$ cat src/rtl/seq_pattern_tx.sv
// seq_pattern_tx: bit-serial pattern transmitter.
// It captures a parallel pattern word on start and shifts it out MSB-first,
// starting at bit len-1. The pattern repeats rep_in+1 times, with GAP_CYCLES
// idle cycles between repetitions. Every output comes from a flop.
// Optional feature: define SEQ_TX_PARITY_EN to append one even-parity bit
// after bit 0 of every repetition.
module seq_pattern_tx #(
  parameter int WIDTH      = 14,
  parameter int LEN_W      = 5,
  parameter int CNT_W      = 4,
  parameter int GAP_CYCLES = 2
) (
  input  logic             clk,
  input  logic             reset_n,
  input  logic             start,
  input  logic [WIDTH-1:0] data_in,
  input  logic [LEN_W-1:0] len_in,
  input  logic [CNT_W-1:0] rep_in,
  input  logic             stall,
  output logic             seq_out,
  output logic             seq_valid,
  output logic             busy,
  output logic             done,
  output logic [1:0]       state_out
);

  typedef enum logic [1:0] {
    IDLE  = 2'b00,
    SHIFT = 2'b01,
    GAP   = 2'b10,
    DONE  = 2'b11
  } state_t;

  localparam int               GAP_W   = (GAP_CYCLES > 1) ? $clog2(GAP_CYCLES) : 1;
  localparam logic [LEN_W-1:0] WIDTH_L = LEN_W'(WIDTH);

  state_t           state_q, state_d;
  logic [WIDTH-1:0] pat_q, pat_d;
  logic [LEN_W-1:0] len_q, len_d;
  logic [LEN_W-1:0] idx_q, idx_d;
  logic [CNT_W-1:0] rep_q, rep_d;
  logic [GAP_W-1:0] gap_q, gap_d;
  logic [LEN_W-1:0] len_eff;
  logic             end_of_rep;
  logic             seq_out_d;
`ifdef SEQ_TX_PARITY_EN
  logic             par_phase_q, par_phase_d;
  logic             par_bit_q, par_bit_d;
  logic [WIDTH-1:0] len_mask;
`endif

  // A length of 0, or anything beyond WIDTH, selects the full word.
  assign len_eff = (len_in == '0 || len_in > WIDTH_L) ? WIDTH_L : len_in;

`ifdef SEQ_TX_PARITY_EN
  // Keep only the L low bits of the word when computing parity.
  assign len_mask = {WIDTH{1'b1}} >> (WIDTH_L - len_eff);
`endif

  // Next-state logic: capture, bit countdown, repetition and gap sequencing.
  always_comb begin
    // NOTE: every signal gets a default first, so no path can leave one unassigned and infer a latch.
    state_d    = state_q;
    pat_d      = pat_q;
    len_d      = len_q;
    idx_d      = idx_q;
    rep_d      = rep_q;
    gap_d      = gap_q;
    end_of_rep = 1'b0;
`ifdef SEQ_TX_PARITY_EN
    par_phase_d = par_phase_q;
    par_bit_d   = par_bit_q;
`endif
    case (state_q)
      IDLE: begin
        if (start) begin
          state_d = SHIFT;
          pat_d   = data_in;
          len_d   = len_eff;
          idx_d   = len_eff - LEN_W'(1);
          rep_d   = rep_in;
          gap_d   = '0;
`ifdef SEQ_TX_PARITY_EN
          par_phase_d = 1'b0;
          par_bit_d   = ^(data_in & len_mask);
`endif
        end
      end
      SHIFT: begin
        if (!stall) begin
`ifdef SEQ_TX_PARITY_EN
          if (par_phase_q)        end_of_rep  = 1'b1;
          else if (idx_q == '0)   par_phase_d = 1'b1;
          else                    idx_d       = idx_q - LEN_W'(1);
`else
          if (idx_q == '0) end_of_rep = 1'b1;
          else             idx_d      = idx_q - LEN_W'(1);
`endif
          if (end_of_rep) begin
`ifdef SEQ_TX_PARITY_EN
            par_phase_d = 1'b0;
`endif
            if (rep_q == '0) begin
              state_d = DONE;
            end else begin
              // The next repetition restarts at the top bit, whether or not a gap precedes it.
              rep_d = rep_q - CNT_W'(1);
              idx_d = len_q - LEN_W'(1);
              if (GAP_CYCLES > 0) begin
                state_d = GAP;
                gap_d   = GAP_W'(GAP_CYCLES - 1);
              end
            end
          end
        end
      end
      GAP: begin
        if (!stall) begin
          if (gap_q == '0) state_d = SHIFT;
          else             gap_d   = gap_q - GAP_W'(1);
        end
      end
      DONE: begin
        state_d = IDLE;
      end
      default: begin
        state_d = IDLE;
      end
    endcase
  end

  // Serial bit for the coming cycle, taken from the next-state values so the registered output lines up with the state.
  always_comb begin
    seq_out_d = 1'b0;
    if (state_d == SHIFT) begin
      seq_out_d = |(pat_d & (WIDTH'(1) << idx_d));
`ifdef SEQ_TX_PARITY_EN
      if (par_phase_d) seq_out_d = par_bit_d;
`endif
    end
  end

  // State, captured pattern, counters and registered outputs.
  always_ff @(posedge clk or negedge reset_n) begin
    if (!reset_n) begin
      state_q   <= IDLE;
      pat_q     <= '0;
      len_q     <= '0;
      idx_q     <= '0;
      rep_q     <= '0;
      gap_q     <= '0;
      seq_out   <= 1'b0;
      seq_valid <= 1'b0;
      busy      <= 1'b0;
      done      <= 1'b0;
`ifdef SEQ_TX_PARITY_EN
      par_phase_q <= 1'b0;
      par_bit_q   <= 1'b0;
`endif
    end else begin
      // NOTE: non-blocking assignments, so every flop samples the pre-edge values.
      state_q   <= state_d;
      pat_q     <= pat_d;
      len_q     <= len_d;
      idx_q     <= idx_d;
      rep_q     <= rep_d;
      gap_q     <= gap_d;
      seq_out   <= seq_out_d;
      seq_valid <= (state_d == SHIFT);
      busy      <= (state_d != IDLE);
      done      <= (state_d == DONE);
`ifdef SEQ_TX_PARITY_EN
      par_phase_q <= par_phase_d;
      par_bit_q   <= par_bit_d;
`endif
    end
  end

  assign state_out = state_q;

endmodule

$ cat config.mk
export PLATFORM = sky130hd
export DESIGN_NAME = seq_pattern_tx
export DESIGN_NICKNAME = d
export VERILOG_FILES = /design/src/rtl/seq_pattern_tx.sv
export SDC_FILE = /design/constraint.sdc
export NUM_CORES = 1
export LEC_CHECK = 0
export ABC_AREA = 1
export BUFFER_PORTS_ARGS = -buffer_cell sky130_fd_sc_hd__buf_2
export CAP_MARGIN = 20
export CORE_ASPECT_RATIO = 0.7
export CORE_MARGIN = 8
export CORE_UTILIZATION = 51
export DETAILED_ROUTE_END_ITERATION = 10
export GPL_TIMING_DRIVEN = 0
export PLACE_DENSITY = 0.76
export SYNTH_ARGS = -nofsm -noshare
export SYNTH_HDL_FRONTEND = slang
export SYNTH_SLANG_ARGS = --single-unit
$ cat constraint.sdc
create_clock -name clk -period 2 [get_ports clk]
set_clock_uncertainty 0.2 [all_clocks]
set_input_delay 0.2 -clock clk [delete_from_list [all_inputs] [get_ports clk]]
set_output_delay 0.2 -clock clk [all_outputs]
set_load 0.01 [all_outputs]
# Word level (Yosys, flattened, before mapping)
# Cells that the tools add are included.
[totals]
reg_bits = 35
latch_bits = 0
mem_bits_rw = 0
mem_bits_ro = 0
input_bits = 27
out_inout_bits = 6
memories = 0
[op_classes]
n_addsub = 5
mul = 0
div_mod_pow = 0
n_lt_le_gt_ge = 1
eq_ne = 10
shifts = 1
mux = 32
bitwise_logic = 1
reduce_logical = 12
[op_table]
columns = ["cell", "count"]
rows = [
  ["5-bit 2-to-1 mux", 6],
  ["14-bit 2-to-1 mux", 2],
  ["4-bit 2-to-1 mux", 4],
  ["5-bit by 1-bit subtractor with 5-bit output, second input constant", 3],
  ["14-bit AND", 1],
  ["14-bit OR reduction", 1],
  ["1-bit by 5-bit << shifter with 14-bit output, first input constant", 1],
  ["1-bit 2-to-1 mux", 11],
  ["5-bit logical NOT", 2],
  ["2-bit 2-to-1 mux", 5],
  ["2-bit inequality test, second input constant", 5],
  ["5-bit case mux with 2 select lines", 1],
  ["2-bit case mux with 4 select lines", 1],
  ["4-bit case mux with 2 select lines", 1],
  ["2-bit equality test, second input constant", 3],
  ["6-bit AND reduction", 1],
  ["5-bit by 4-bit greater-than comparator with 1-bit output, second input constant", 1],
  ["5-bit AND reduction", 1],
  ["2-bit by 1-bit equality test with 1-bit output, second input constant", 2],
  ["4-bit logical NOT", 1],
  ["2-bit nonzero test", 2],
  ["4-bit by 1-bit subtractor with 4-bit output, second input constant", 1],
  ["1-bit case mux with 3 select lines", 1],
  ["3-bit nonzero test", 1],
  ["other kinds (4)", 4],
]

# Depth between registers and ports, before layout
[depth]
word_depth = 11
depth_mapped = 19

# Worst setup path before layout
# Ideal clock, no wire load.
[synth_timing]
path_type = "reg-to-reg"
startpoint = "reg idx_q[0]"
endpoint = "reg seq_out"
setup_time_ns = 0.069
t_arrival_ns = 1.765
required_ns = 1.731
slack_ns = -0.034
stages_incl_launch_ff = 17
path_buffers = 0
cell_sequence = "dfrtp_1 inv_1 ha_1 nand3_4 nor2_4 nand2_2 nand2_1 nand2_2 nand2_4 inv_2 nor2_1 nand3_1 nand2_1 nor2_1 nand2_1 nand2_1 nor2_2"
[synth_between]
elab_chain_cells = 11
word_cells_on_any_way = 19
classes_between = "add/sub: 1; eq/ne: 1; shift: 1; mux: 13; bitwise: 1; reduce/logical: 2"
[synth_lines]
columns = ["element", "line_no", "rtl"]
rows = [
  ["start, declared", "40", "logic [LEN_W-1:0] idx_q, idx_d;"],
  ["start signal, assigned", "165", "idx_q <= idx_d;"],
  ["parallel branches: the longest is 4 deep, another holds 5-bit by 1-bit subtractor with 5-bit output", "-", ""],
  ["5-bit 2-to-1 mux (*)", "99", "if (end_of_rep) begin"],
  ["5-bit 2-to-1 mux (*)", "90", "if (!stall) begin"],
  ["5-bit case mux with 2 select lines (*)", "74", "case (state_q)"],
  ["net idx_d[1]", "40", ""],
  ["1-bit by 5-bit << shifter with 14-bit output (*)", "136", "seq_out_d = |(pat_d & (WIDTH'(1) << idx_d));"],
  ["14-bit AND (*)", "136", ""],
  ["14-bit OR reduction (*)", "136", ""],
  ["1-bit 2-to-1 mux (*)", "135", "if (state_d == SHIFT) begin"],
  ["net seq_out_d", "45", "logic seq_out_d;"],
  ["end signal, assigned", "168", "seq_out <= seq_out_d;"],
  ["end, declared", "20", "output logic seq_out,"],
]
# Mark *: on every way through the listed nets, which the timed path passes. The select of a mux whose other input is x is not followed.
# A chain may end at the register's enable or synchronous reset.

# Worst setup path in the final report
# Ends and elaborated chain as after synthesis.

==> results by stage <==
Drt:
- In this run the remaining antenna-violating nets after routing total 0.
- The wire length per cell is 13.6 µm.
- The via-per-instance ratio is 5.10.
- Wires add up to 5560 µm.
- Before antenna repair, the detailed router went through 4 iterations.
- The via count of the routed design is 2087.
- The detailed router finished its first iteration with 183 violations.
- After detailed routing, the number of remaining DRC violations is 0.

Placement:
- During placement, the flow inserted port buffers numbering 32.
- The final estimated routing congestion in global placement is 0.932.
- Detailed placement ended at an HPWL of 3790 µm.
- Once placement finished, the instance area stood at 2330 µm².

Min path:
- The startpoint identified for the worst hold timing path is rep_in[2].
- The number of stages on the worst hold path is 3.
- The class of the most critical hold timing path is in -> reg.
- The path with the worst hold slack has its endpoint at rep_q[2]$_DFFE_PN0P_.

Timing:
- The total setup violations reported at the end of the flow is 1.
- The number of hold-slack violations in the final timing report came to 0.
- Setup slack on the critical path of the routed design comes to -88.7 ps.
- The total negative slack for setup checks is -88.7 ps.
- The minimum period implied by the final worst setup slack is 2090 ps.
- On the final layout, the worst hold slack is 13.1 ps.
- Setup repair after global routing could not meet its margin everywhere.
- The relative max-transition margin is 48.1%.
- The final critical path takes up 104% of the cycle.
- The maximum clock frequency is 479 MHz.
- The final-report max-slew violation count is 0.
- For the pin with the worst max-slew slack, the measured transition is 779 ps.

CTS:
- Clock tree synthesis found a total of 35 sinks.
- The tree is rooted in a clkbuf_8.
- The number of H-tree levels is 2.
- Counting along the longest clock path gives a buffer depth of 2.
- Clock latency on the worst-skew pair, taken at its later pin, is 290 ps.
- TritonCTS built the clock tree.
- The clock edge transition at the registers on the reported setup and hold paths is 70 ps.
- The number of clock buffers added by TritonCTS is 5.

Floorplanning:
- The floorplan step defined a die boundary enclosing 6480 µm².
- The initial core utilization is 53.4%.
- In this run the count of I/O pins placed on the die edge is 33.
- The floorplan step set the die height to 69.8 µm.
- The die extent in x is 92.8 µm.
- The initialized floorplan defines 19 standard-cell rows.
- The core area is 3950 µm².

Critical path:
- The standard cell with the maximum stage delay on the critical path is dfrtp_1.
- STA classifies the critical path startpoint as a register.
- Of all nets on the critical path, the largest fanout is 6.
- The most frequent cell on the critical path is nand2_1.
- The signal on the critical path passes through inv_2 -> ha_4 -> nand2_1 -> nor2_2 -> nand2_1 -> nand3_1 -> nand2_1 -> inv_1 -> nand2_2 -> nand2_4 -> inv_4 -> nand3_1 -> nand2_1 -> nor2_1 -> nand2_1 -> nand2_1 -> nor2_2.
- Data on the critical path arrives at its endpoint at 2070 ps.
- The cell count of the worst reg-to-reg path is 17.
- The worst flop-to-flop path startpoint is idx_q[0]$_DFF_PN0_.
- The critical path contains buffers and inverters numbering 3 combined.
- Data on the critical path is required at its endpoint by 1980 ps.
- The cell family with the largest share of critical-path delay is simple AND/OR/NAND/NOR gates.
- The critical register-to-register path endpoint is seq_out$_DFF_PN0_.
- The setup check on the worst reg-to-reg path leaves a slack of -90 ps.
- The largest single stage delay on the critical path is 390 ps.
- The worst setup path is of the reg -> reg kind.
- The endpoint kind of the worst setup timing path is a register.

Synthesis:
- The xor and xnor fraction of the mapped netlist area is 1.25%.
- Yosys instantiated no cell more often than nand2_1.
- Counting flops with an async set or reset pin after synthesis yields a share of 100%.
- The predominant post-synthesis flop cell is dfrtp_1.
- The cell area that synthesis handed to floorplanning was 2110 µm².
- The synthesized netlist devotes 36.0% of its cell area to simple gates.
- After synthesis, the most frequently instantiated cells are nand2_1 (89), inv_1 (37), dfrtp_1 (35).
- After Yosys synthesis, full adders, half adders and majority gates account for 2.38% of the synthesized area.
- The net count of the mapped netlist is 317.
- In the post-synthesis netlist, the biggest area contributors are dfrtp_1 (42%), nand2_1 (16%), inv_1 (6.6%).
- Of the post-synthesis cell area, the dominant cell type holds 41.6%.
- The post-synthesis cell count is 286.
- Of the post-synthesis cell area, the part taken by muxes is 0.475%.
- The distinct cell type count of the synthesized netlist is 33.
- After synthesis, the largest family of logic cells by area is simple AND/OR/NAND/NOR gates.
- The synthesis warning total is 0.
- Sequential elements use 41.6% of the synthesized area.
- Dividing the synthesized area by the synthesized cell count gives 7.37 µm².
- In this run, synthesis inferred 0 flip-flops with an integrated enable.
- The synthesized netlist devotes 9.20% of its cell area to compound gates.
- Of all cell types, the one taking the most synthesized area is dfrtp_1.
- The post-synthesis register bit count is 35.

Power and ir drop:
- The worst-case IR drop observed on VDD is 0.906 mV.
- In this run the static leakage power is 1.44 nW.
- The power density over the cells is 1590 nW/µm².
- The overall power after layout is 4.48 mW.

Final layout:
- The count of antenna diodes in the layout is 0.
- Compared with the post-synthesis result, the final layout area differs by 33.4%.
- Summing all multi-input logic gate instances after layout gives 1160 µm².
- The finished cells cover 2810 µm².
- The layout net count is 387.
- The end-of-flow core utilization is 71.2%.
- The share of cells above drive strength 1 is 29.7%.
- The area occupied by registers is 877 µm².
- The filler cell count is 325.

GRT:
- Summed over all layers, the global routing overflow is 0.
- The number of global-route vias before repair is 2002.
- Entering global routing, the biggest net connects 36 pins.
- The number of antenna violations at the first check in global routing is 0.
- The global-route total usage across every layer is 17.5%.
- The wire length of the first global-routing pass is 9340 µm.

Outcome:
- The checks that failed: setup timing.
- The run finished, with violations left.

Job:
- The number of maximum-capacitance constraint violations is 0.
[worst max path at each step]
stage / endpoint / cells after the start / start / slack (ps)
2_1_floorplan: seq_out$_DFF_PN0_ / 16 / idx_q[0]$_DFF_PN0_ / 50
3_3_place_gp: seq_out$_DFF_PN0_ / 18 / len_in[3] / -270
3_5_place_dp: seq_out$_DFF_PN0_ / 18 / len_in[3] / -310
4_1_cts: seq_out$_DFF_PN0_ / 17 / idx_q[1]$_DFF_PN0_ / -40
5_1_grt: seq_out$_DFF_PN0_ / 14 / idx_q[0]$_DFF_PN0_ / -220
6_report: seq_out$_DFF_PN0_ / 17 / idx_q[0]$_DFF_PN0_ / -90
[metrics by stage]
step           instances  setup WS (ps)
6_report             409          -88.7
5_1_grt              409           -221
4_1_cts              405          -39.0
3_5_place_dp         370           -314
3_3_place_gp         370           -267
2_1_floorplan        286           51.7
[cells in the final DEF (no fill, tap or decap)]
master / synthesis / final
nand2_1: 89 / 86
buf_2: 2 / 34
dfrtp_1: 35 / 34
inv_1: 37 / 31
nand3_1: 27 / 26
nor2_1: 23 / 17
dlygate4sd3_1: 0 / 17
buf_4: 1 / 14
o21ai_0: 16 / 14
inv_2: 5 / 8
nor2_4: 3 / 8
nand2_2: 5 / 8
nor2_2: 5 / 6
inv_4: 2 / 5
nand4_1: 5 / 5
clkbuf_8: 0 / 5
nand2_4: 3 / 4
xor2_1: 3 / 3
o21ai_1: 2 / 3
o211ai_1: 3 / 3
ha_4: 0 / 3
nand3_4: 1 / 2
a21oi_1: 2 / 2
a21oi_4: 1 / 2
clkinv_2: 1 / 2
clkbuf_1: 0 / 2
nor4_2: 1 / 1
a22oi_1: 1 / 1
or2_2: 1 / 1
o21ai_2: 0 / 1
o21bai_1: 1 / 1
a21oi_2: 2 / 1
mux2i_1: 1 / 1
nor3_1: 1 / 1
o22ai_1: 1 / 1
o21a_1: 1 / 1
o221ai_1: 1 / 1
ha_1: 4 / 1
dfrtp_2: 0 / 1
[registers in the layout, summed over array words and instances, names as in the netlist]
register,count
rep_q,4
state_out,2
busy,1
idx_q,5
len_q,5
done,1
pat_q,14
seq_out,1
gap_q,1
seq_valid,1
[final cells by class]
cell class                 count  share of cell area (%)
timing repair buffer          62                    15.2
tap                           52                    2.32
multi-input combinational    204                    41.2
buffer                         3                   0.623
inverter                      45                    6.50
clock inverter                 1                   0.178
clock buffer                   7                    2.72
sequential                    35                    31.2
[where the power goes]
group	switching (mW)	internal (mW)
Combinational	1.74	1.03
Sequential	0.163	1.05
Clock	0.251	0.244
Total	2.16	2.33
[worst reg2reg max path, stage by stage (launching register included)]
cell,delay (ps)
dfrtp_1,390
inv_2,90
ha_4,170
nand2_1,100
nor2_2,130
nand2_1,80
nand3_1,70
nand2_1,70
inv_1,70
nand2_2,80
nand2_4,110
inv_4,60
nand3_1,70
nand2_1,50
nor2_1,90
nand2_1,70
nand2_1,70
nor2_2,40
[metal layers]
| layer | track usage (%) | vias to the layer above | share of wire [%] |
|---|---|---|---|
| met3 | 4.43 | 8 | 6.6 |
| li1 | - | 1047 | - |
| met2 | 25.8 | 67 | 43 |
| met5 | 0 | - | 0 |
| met4 | 3.56 | 0 | 0.83 |
| met1 | 25.0 | 965 | 50 |
[what timing repair did]
action | 4_1_cts | 5_1_grt
hold buffers | 17 | 0
hold endpoints to repair | 51 | 0
endpoints found under the setup margin | 6 | 5
gates cloned | 1 | 0
buffers inserted | 9 | 4
pin swaps | 7 | 5
gates resized for setup | 24 | 11
[kinds of logic after synthesis]
logic type,count (synthesis)
and+or+nand+nor,164
buffers and inverters,48
DFF,35
AOI/OAI and AO/OA,31
adders and majority gates,4
xor gates and xnor gates,3
muxes,1
No activity file was read; power rests on OpenSTA's default activity.
